<file path="config.mk">
export PLATFORM = sky130hd
export DESIGN_NAME = instruction_fetch
export DESIGN_NICKNAME = d
export VERILOG_FILES = /design/src/rtl/nrisc_pkg.sv /design/src/rtl/pc_next_calc.sv /design/src/rtl/instruction_fetch.sv
export SDC_FILE = /design/constraint.sdc
export NUM_CORES = 1
export LEC_CHECK = 0
export ABC_AREA = 1
export CORE_MARGIN = 10
export CORE_UTILIZATION = 30
export CTS_CLUSTER_SIZE = 20
export DETAILED_ROUTE_END_ITERATION = 12
export DONT_BUFFER_PORTS = 1
export PLACE_DENSITY = 0.56
export SETUP_SLACK_MARGIN = 0.15
export SYNTH_ARGS = -nofsm -noshare
export SYNTH_HDL_FRONTEND = slang
export SYNTH_SLANG_ARGS = --single-unit
</file>
<file path="constraint.sdc">
create_clock -name clk -period 4.2 [get_ports clk]
set_clock_uncertainty 0.05 [all_clocks]
set_input_delay 0.84 -clock clk [delete_from_list [all_inputs] [get_ports clk]]
set_output_delay 0.84 -clock clk [all_outputs]
set_load 0.02 [all_outputs]
</file>
<file path="src/rtl/nrisc_pkg.sv">
// Shared nRISC definitions: instruction fields, opcodes, fetch FSM states.
// Imported by the fetch unit and its next-PC helper.
package nrisc_pkg;

  localparam int INSTR_W = 8;

  localparam logic [2:0] OP_MISC   = 3'b110;
  localparam logic [2:0] OP_BEQ    = 3'b111;
  localparam logic [1:0] FUNC_HALT = 2'b11;

  localparam int OPC_MSB  = 7;
  localparam int OPC_LSB  = 5;
  localparam int FUNC_MSB = 1;
  localparam int FUNC_LSB = 0;
  localparam int OFF_MSB  = 4;
  localparam int OFF_LSB  = 0;

  typedef enum logic [1:0] {
    FETCH,
    WAIT,
    ISSUE,
    HALT
  } fetch_state_e;

  function automatic logic is_beq(
    input logic [INSTR_W-1:0] ins
  );
    return ins[OPC_MSB:OPC_LSB] == OP_BEQ;
  endfunction

  function automatic logic is_halt(
    input logic [INSTR_W-1:0] ins
  );
    return ins[OPC_MSB:OPC_LSB] == OP_MISC
        && ins[FUNC_MSB:FUNC_LSB] == FUNC_HALT;
  endfunction

endpackage

</file>
<file path="src/rtl/pc_next_calc.sv">
// Next-PC selection: taken beq adds the sign-extended 5-bit offset, else +1.
// Ports: pc_i, instr_i, branch_cond_i -> next_pc_o (wraps modulo 2^PC_W).
module pc_next_calc
  import nrisc_pkg::*;
#(
  parameter int PC_W = 8
) (
  input  logic [PC_W-1:0]    pc_i,
  input  logic [INSTR_W-1:0] instr_i,
  input  logic               branch_cond_i,
  output logic [PC_W-1:0]    next_pc_o
);

  logic signed [OFF_MSB-OFF_LSB:0] off;
  logic [PC_W-1:0]                 off_sx;

  assign off    = instr_i[OFF_MSB:OFF_LSB];
  assign off_sx = PC_W'(off);

  always_comb begin
    next_pc_o = pc_i + PC_W'(1);
    if (is_beq(instr_i) && branch_cond_i)
      next_pc_o = pc_i + off_sx;
  end

endmodule

</file>
<file path="src/rtl/instruction_fetch.sv">
// Fetch unit: owns the PC, reads imem via req/rvalid, issues instr via valid/ready.
// Ports: clk, rst_n, imem_* (memory side), instr/instr_valid/instr_ready/instr_pc, branch_cond, halted.
module instruction_fetch
  import nrisc_pkg::*;
#(
  parameter int          PC_W     = 8,
  parameter logic [PC_W-1:0] RESET_PC = '0,
  parameter int          TIMEOUT  = 15
) (
  input  logic               clk,
  input  logic               rst_n,
  output logic               imem_req,
  output logic [PC_W-1:0]    imem_addr,
  input  logic [INSTR_W-1:0] imem_rdata,
  input  logic               imem_rvalid,
  output logic [INSTR_W-1:0] instr,
  output logic               instr_valid,
  input  logic               instr_ready,
  output logic [PC_W-1:0]    instr_pc,
  input  logic               branch_cond,
  output logic               halted
);

  localparam int TMO_W = $clog2(TIMEOUT + 1);

  fetch_state_e       state_q, state_d;
  logic [PC_W-1:0]    pc_q, pc_d;
  logic [INSTR_W-1:0] instr_q, instr_d;
  logic [PC_W-1:0]    ipc_q, ipc_d;
  logic               valid_q, valid_d;
  logic               halted_q, halted_d;
  logic [TMO_W-1:0]   tmo_q, tmo_d;
  logic [PC_W-1:0]    next_pc;

  pc_next_calc #(
    .PC_W(PC_W)
  ) u_pc_next (
    .pc_i         (pc_q),
    .instr_i      (instr_q),
    .branch_cond_i(branch_cond),
    .next_pc_o    (next_pc)
  );

  always_ff @(posedge clk) begin
    if (!rst_n) begin
      state_q  <= FETCH;
      pc_q     <= RESET_PC;
      instr_q  <= '0;
      ipc_q    <= RESET_PC;
      valid_q  <= 1'b0;
      halted_q <= 1'b0;
      tmo_q    <= '0;
    end else begin
      state_q  <= state_d;
      pc_q     <= pc_d;
      instr_q  <= instr_d;
      ipc_q    <= ipc_d;
      valid_q  <= valid_d;
      halted_q <= halted_d;
      tmo_q    <= tmo_d;
    end
  end

  always_comb begin
    state_d  = state_q;
    pc_d     = pc_q;
    instr_d  = instr_q;
    ipc_d    = ipc_q;
    valid_d  = valid_q;
    halted_d = halted_q;
    tmo_d    = tmo_q;
    unique case (state_q)
      FETCH: begin
        tmo_d   = '0;
        state_d = WAIT;
      end
      WAIT: begin
        if (imem_rvalid) begin
          instr_d = imem_rdata;
          ipc_d   = pc_q;
          valid_d = 1'b1;
          state_d = ISSUE;
        end else begin
          tmo_d = tmo_q + TMO_W'(1);
          if (tmo_q == TMO_W'(TIMEOUT - 1))
            state_d = FETCH;
        end
      end
      ISSUE: begin
        // valid_q gate: no retire in the cycle valid first rises
        if (instr_ready && valid_q) begin
          valid_d = 1'b0;
          if (is_halt(instr_q)) begin
            halted_d = 1'b1;
            state_d  = HALT;
          end else begin
            pc_d    = next_pc;
            state_d = FETCH;
          end
        end
      end
      HALT: ;
      default: state_d = FETCH;
    endcase
  end

  // state is FETCH while reset is held; keep req low until it releases
  assign imem_req    = (state_q == FETCH) && rst_n;
  assign imem_addr   = pc_q;
  assign instr       = instr_q;
  assign instr_valid = valid_q;
  assign instr_pc    = ipc_q;
  assign halted      = halted_q;

endmodule

</file>
==> impl_metrics.yaml, run 1 <==
pwr:
  post-layout-total-power_uw: 679.9
  power_report.internal_total_uw: 479.0
  netSwitchingFraction_pct: 29.55
  comb_power_share_pct: 10.6
  power.sequential.fraction_pct: 54.0
  vdd.ir_drop.worst_mv: 0.1599
  power_dissipated_by_switching_net_loads_uw: 200.9
  pwr-share-clk_pct: 35.3
  cellPowerDensity_nw_per_um2: 382.4
  power_leakage_nw: 0.7241
clock_tree:
  post-cts-setup-buffers: 0
  cts_num_sinks: 32
  htreeDepth: 2
  cts_tree: "built"
  clk_root_buffer_cell: "clkbuf_8"
  post_cts_resize_count: 0
  clock_latency_ns: 0.28
  maximum_count_of_clock_buffers_along_a_single_path: 2
  cts-buffers-inserted: 5
  cts.hold.buffers_added: 0
  worst_setup_hold_path_clk_slew_ns: 0.07
routing:
  drc: 0
  routed_wirelength_um: 4058
  drt_iter0_markers: 113
  wl_per_cell_um: 13.76
  via_count: 1369
  detail_route.first_pass.iterations: 4
  drt.antenna.violating_nets: 0
  post_drt_via_cell_ratio: 4.641
sta:
  timing.fmax_mhz: 394.3
  max_slew.worst_pin.slew_ns: 0.5916
  final_max_slew_viol_count: 0
  slew_headroom_pct: 60.14
  setup_repair_after_global_routing_missed_its_margin: "false"
  period_needed_ns: 2.536
  final_min_period_over_clock_period_pct: 60.39
  setup-tns-final_ns: 0
  setup_violations: 0
  final_count_of_hold_timing_violations: 0
critical_path:
  critPathSlowestCell: "dfxtp_1"
  cp.arrival_ns: 2.67
  crit_path_cell_trace: "nand2_1 > nor2_4 > inv_1 > nor2_1 > inv_1 > fa_1 > o21ai_0 > nand2_1 > a21oi_2 > nand2_1 > nand3_1 > nand3_1 > nand2_1 > inv_1"
  required_worst_endpoint_ns: 4.33
  criticalPathCategory: "flop to flop"
  crit_fanout: 6
  cp_common_cell: "nand2_1"
  critical_path.endpoint_type: "flop"
  critical_path.top_delay_family: "simple AND/OR/NAND/NOR gates"
  crit_buf_inv: 3
  cp_slowest_stage_delay_ns: 0.50
  worst_setup_path_start_kind: "flop"
yosys:
  postSynthAreaPerCell_um2: 7.303
  async_flop_share_pct: 0
  main_combinational_cell_family_by_area_after_synthesis: "simple AND/OR/NAND/NOR gates"
  synth_top_area_share_pct: 39.69
  synthFlopType: "dfxtp_1"
  synth_top_cell_by_area: "dfxtp_1"
  synth_top_cells_by_count: "inv_1, dfxtp_1, nand2_1, nor2_1, o21ai_0"
  synth_top_cells_by_area: "dfxtp_1, o21ai_0, inv_1, ha_1, nand2_1"
  synthAdderAreaFrac_pct: 8.992
  synth_compound_area_share_pct: 17.75
  yosys_warnings: 0
  synthMuxAreaShare_pct: 0
  synth_simple_gate_area_share_pct: 22.02
  synth_xor_xnor_area_share_pct: 2.171
  netlist-cell-type-count: 26
  synth-edff-count: 0
  synth-seq-cells: 32
  syn-cell-area_um2: 1614
  post_synthesis_cell_count: 221
  yosys.cell_count.top_type: "inv_1"
  synth_sequential_area_ratio_pct: 39.69
  mappedNetlistNets: 245
grt:
  largest_net_degree_at_the_start_of_global_routing: 27
  first_global_vias: 1284
  grt_first_pass_wirelength_um: 6789
  track_usage_pct: 9.732
  initial_antenna_violation_count: 0
  global_route.overflow_total: 0
floorplan:
  die_boundary_width_um: 93.35
  io_pins: 40
  initial_utilization_pct: 31.20
  die_area_um2: 8714
  placementRows: 26
  die_height_um: 93.35
  core_area_um2: 5172
final_layout:
  num_antenna_cells: 0
  final_layout_size_suffix_gt1_share_pct: 6.222
  finalNetCount: 248
  area_growth_pct: 10.16
job:
  number_of_maximum_capacitance_violations: 0
min_path:
  worstHoldPathType: "flop to flop"
placed_design:
  detailed_place_hpwl_um: 3070
  finalWeightedCongestion: 0.8035
  port_buffers: 0
run_status:
  outcome: "finished, final reports clean"
-- metrics by stage --
stage	utilization, %	setup slack, ns	cell area, um2	hold slack, ns	cells
floorplan	-	1.637	1614	0.4041	221
global route	34.37	1.401	1778	0.4941	295
finish	34.37	1.664	1778	0.4306	295
global placement	32.58	1.494	1685	0.4259	287
CTS	34.37	1.654	1778	0.4366	295
detailed placement	32.58	1.394	1685	0.4291	287
-- routing by layer --
layer / up-vias / routed length, um / track usage [%]
met5: - / 0 / 0
li1: 718 / - / -
met3: 5 / 366 / 4.237
met4: 0 / 44 / 3.085
met1: 601 / 1963 / 13.06
met2: 45 / 1683 / 13.52
-- sequential cells by signal (all words and copies together) (netlist names) --
signal,count
imem_addr,8
instr,8
instr_pc,8
tmo_q,4
state_q,2
halted,1
instr_valid,1
-- power by group through the flow --
stage,registers [mW],logic [mW],clock network (mW)
after floorplan,0.368,0.0604,0
after global placement,0.375,0.0718,0
after detailed placement,0.376,0.0727,0
after CTS,0.369,0.0733,0.251
after global routing,0.371,0.0875,0.267
final,0.367,0.0724,0.240
-- final timing paths --
| path | start | end | slack (ns) | depth (start not counted) |
|---|---|---|---|---|
| hold / removal | tmo_q[0] | tmo_q[0] | 0.43 | 1 |
| setup reg to reg | instr[7] | imem_addr[6] | 1.66 | 14 |
| setup / recovery | instr[7] | imem_addr[6] | 1.66 | 14 |
| hold reg to reg | tmo_q[0] | tmo_q[0] | 0.43 | 1 |
-- cell usage in the layout, fill, tap and decap left out, types with 2 or more instances in the layout --
cell / Yosys / layout
inv_1: 34 / 34
dfxtp_1: 32 / 32
nand2_1: 29 / 29
nor2_1: 29 / 29
o21ai_0: 28 / 28
a21oi_1: 20 / 20
nand3_1: 10 / 10
ha_1: 10 / 10
nor3_1: 7 / 7
clkbuf_8: 0 / 6
xnor2_1: 3 / 3
nand2_4: 2 / 2
clkinv_2: 0 / 2
-- logic make-up after synthesis --
group	count (synthesis)
and+or+nand+nor	81
AOI/OAI and AO/OA	54
xor gates and xnor gates	4
adders and majority gates	11
DFF	32
buffers and inverters	39
-- final cells by class --
class,instances,area [um2]
multi-input cells,150,822.0
clock inverters,2,10.01
fillers,564,3395
well taps,70,87.58
clock buffers,6,82.58
flip-flops and latches,32,640.6
inverters,34,127.6
repair buffers,1,7.507
Power figures use the tool's default switching activity.
==> run 2: changes to the inputs <==
- clock period: 4.2 -> 2.58 ns (I/O delays scaled with it)
==> run 2 against run 1 <==
First-iteration DRC count down 34%. Critical path depth down 1. Largest cell class unchanged. Global-route usage down 0.094 points.
==> impl_metrics.yaml, run 2 (synthesis gave the netlist of run 1 again) <==
floorplan:
  die_boundary_width_um: 93.35
  initial_utilization_pct: 31.20
  core_area_um2: 5172
  placementRows: 26
  die_area_um2: 8714
  die_height_um: 93.35
  io_pins: 40
pwr:
  post-layout-total-power_mw: 1.127
  cellPowerDensity_nw_per_um2: 617.9
  power_leakage_nw: 0.7553
  vdd.ir_drop.worst_mv: 0.3095
final_layout:
  multi_input_area_um2: 822.0
  final_common_cell: "inv_1"
  final_layout_size_suffix_gt1_share_pct: 8.658
  finalNetCount: 254
  seqCellArea_um2: 640.6
  num_antenna_cells: 0
  fillerInstances: 571
  layout_common_cells: "inv_1, dfxtp_1, nand2_1, nor2_1, o21ai_0"
  area_growth_pct: 12.95
sta:
  setup_violations: 0
  final_count_of_hold_timing_violations: 0
  slew_headroom_pct: 63.09
  whs_ns: 0.3075
  final_min_period_over_clock_period_pct: 83.62
  final_max_slew_viol_count: 0
  max_slew.worst_pin.slew_ns: 0.5478
  timing.fmax_mhz: 463.5
  setup_repair_after_global_routing_missed_its_margin: "false"
  period_needed_ns: 2.157
  setup-tns-final_ns: 0
placed_design:
  port_buffers: 0
  detailed_place_hpwl_um: 3091
  finalWeightedCongestion: 0.7975
clock_tree:
  cts_num_sinks: 32
  clk_root_buffer_cell: "clkbuf_8"
  cts-buffers-inserted: 5
  post_cts_resize_count: 0
  cts_tree: "built"
  htreeDepth: 2
  clock_latency_ns: 0.29
  worst_setup_hold_path_clk_slew_ns: 0.07
  maximum_count_of_clock_buffers_along_a_single_path: 2
routing:
  drc: 0
  post_drt_via_cell_ratio: 4.651
  via_count: 1400
  drt_iter0_markers: 75
  detail_route.first_pass.iterations: 4
  wl_per_cell_um: 13.72
  routed_wirelength_um: 4129
  drt.antenna.violating_nets: 0
critical_path:
  crit_fanout: 3
  cp.arrival_ns: 2.30
  critical_path.endpoint_type: "flop"
  criticalPathCategory: "flop to flop"
  worst_setup_path_start_kind: "flop"
  regToRegSetupSlack_ns: 0.42
  required_worst_endpoint_ns: 2.72
grt:
  initial_antenna_violation_count: 0
  largest_net_degree_at_the_start_of_global_routing: 27
  grt_first_pass_wirelength_um: 6651
  global_route.overflow_total: 0
  first_global_vias: 1315
  track_usage_pct: 9.638
run_status:
  outcome: "finished, final reports clean"
min_path:
  worstHoldPathType: "input port to flop"
job:
  number_of_maximum_capacitance_violations: 0
==> run 2: metal layers <==
layer  share of wire (%)  wire length, um  GRT usage (%)  up-vias
li1                    -                -              -      732
met1                  46             1912          11.91      617
met2                  41             1704          14.04       45
met3                  11              441          5.036        6
met4                 1.7               72          3.085        0
met5                   0                0              0        -
==> run 2: critical path, stage by stage, from the launching register on <==
cell and delay [ns]:
dfxtp_1 0.48, inv_1 0.10, nand2_1 0.08, ha_1 0.16, inv_1 0.06, fa_1 0.39, o21ai_0 0.18, nand2_1 0.10
a21oi_2 0.16, nand2_1 0.08, nand3_1 0.07, nand3_1 0.07, nand2_1 0.06, inv_1 0.03
==> run 2: layout make-up <==
type / instances / share of cell area [%]
multi-input combinational: 150 / 45.09
sequential: 32 / 35.14
inverter: 34 / 7.001
tap: 70 / 4.804
clock buffer: 6 / 4.530
timing repair buffer: 7 / 2.883
clock inverter: 2 / 0.5491
==> run 2: final timing paths <==
check | to | start | depth (start not counted)
setup / recovery | imem_addr[6] | instr[0] | 13
hold / removal | halted | rst_n | 1
setup reg to reg | imem_addr[6] | instr[0] | 13
hold reg to reg | tmo_q[0] | tmo_q[0] | 1
==> run 2: metrics by stage <==
stage	setup WS (ns)	utilization, %	instance area, um2	std cells
6_report	0.4227	35.24	1823	301
5_1_grt	0.1611	35.24	1823	301
4_1_cts	0.3174	35.10	1815	300
3_5_place_dp	0.1482	33.31	1723	292
3_3_place_gp	0.2131	33.31	1723	292
2_1_floorplan	0.3408	-	1614	221
==> run 2: timing repair <==
| action | in CTS | in global routing |
|---|---|---|
| hold endpoints to repair | 0 | 0 |
| setup buffers | 0 | 1 |
| setup endpoints to repair | 0 | 2 |
| hold buffers | 0 | 0 |
==> run 2: report_power, final <==
group	internal, mW	switching (mW)	leakage (nW)	total [mW]
sequential	0.530	0.0578	0.261	0.587
combinational	0.0462	0.0905	0.444	0.137
clock	0.213	0.190	0.0510	0.402
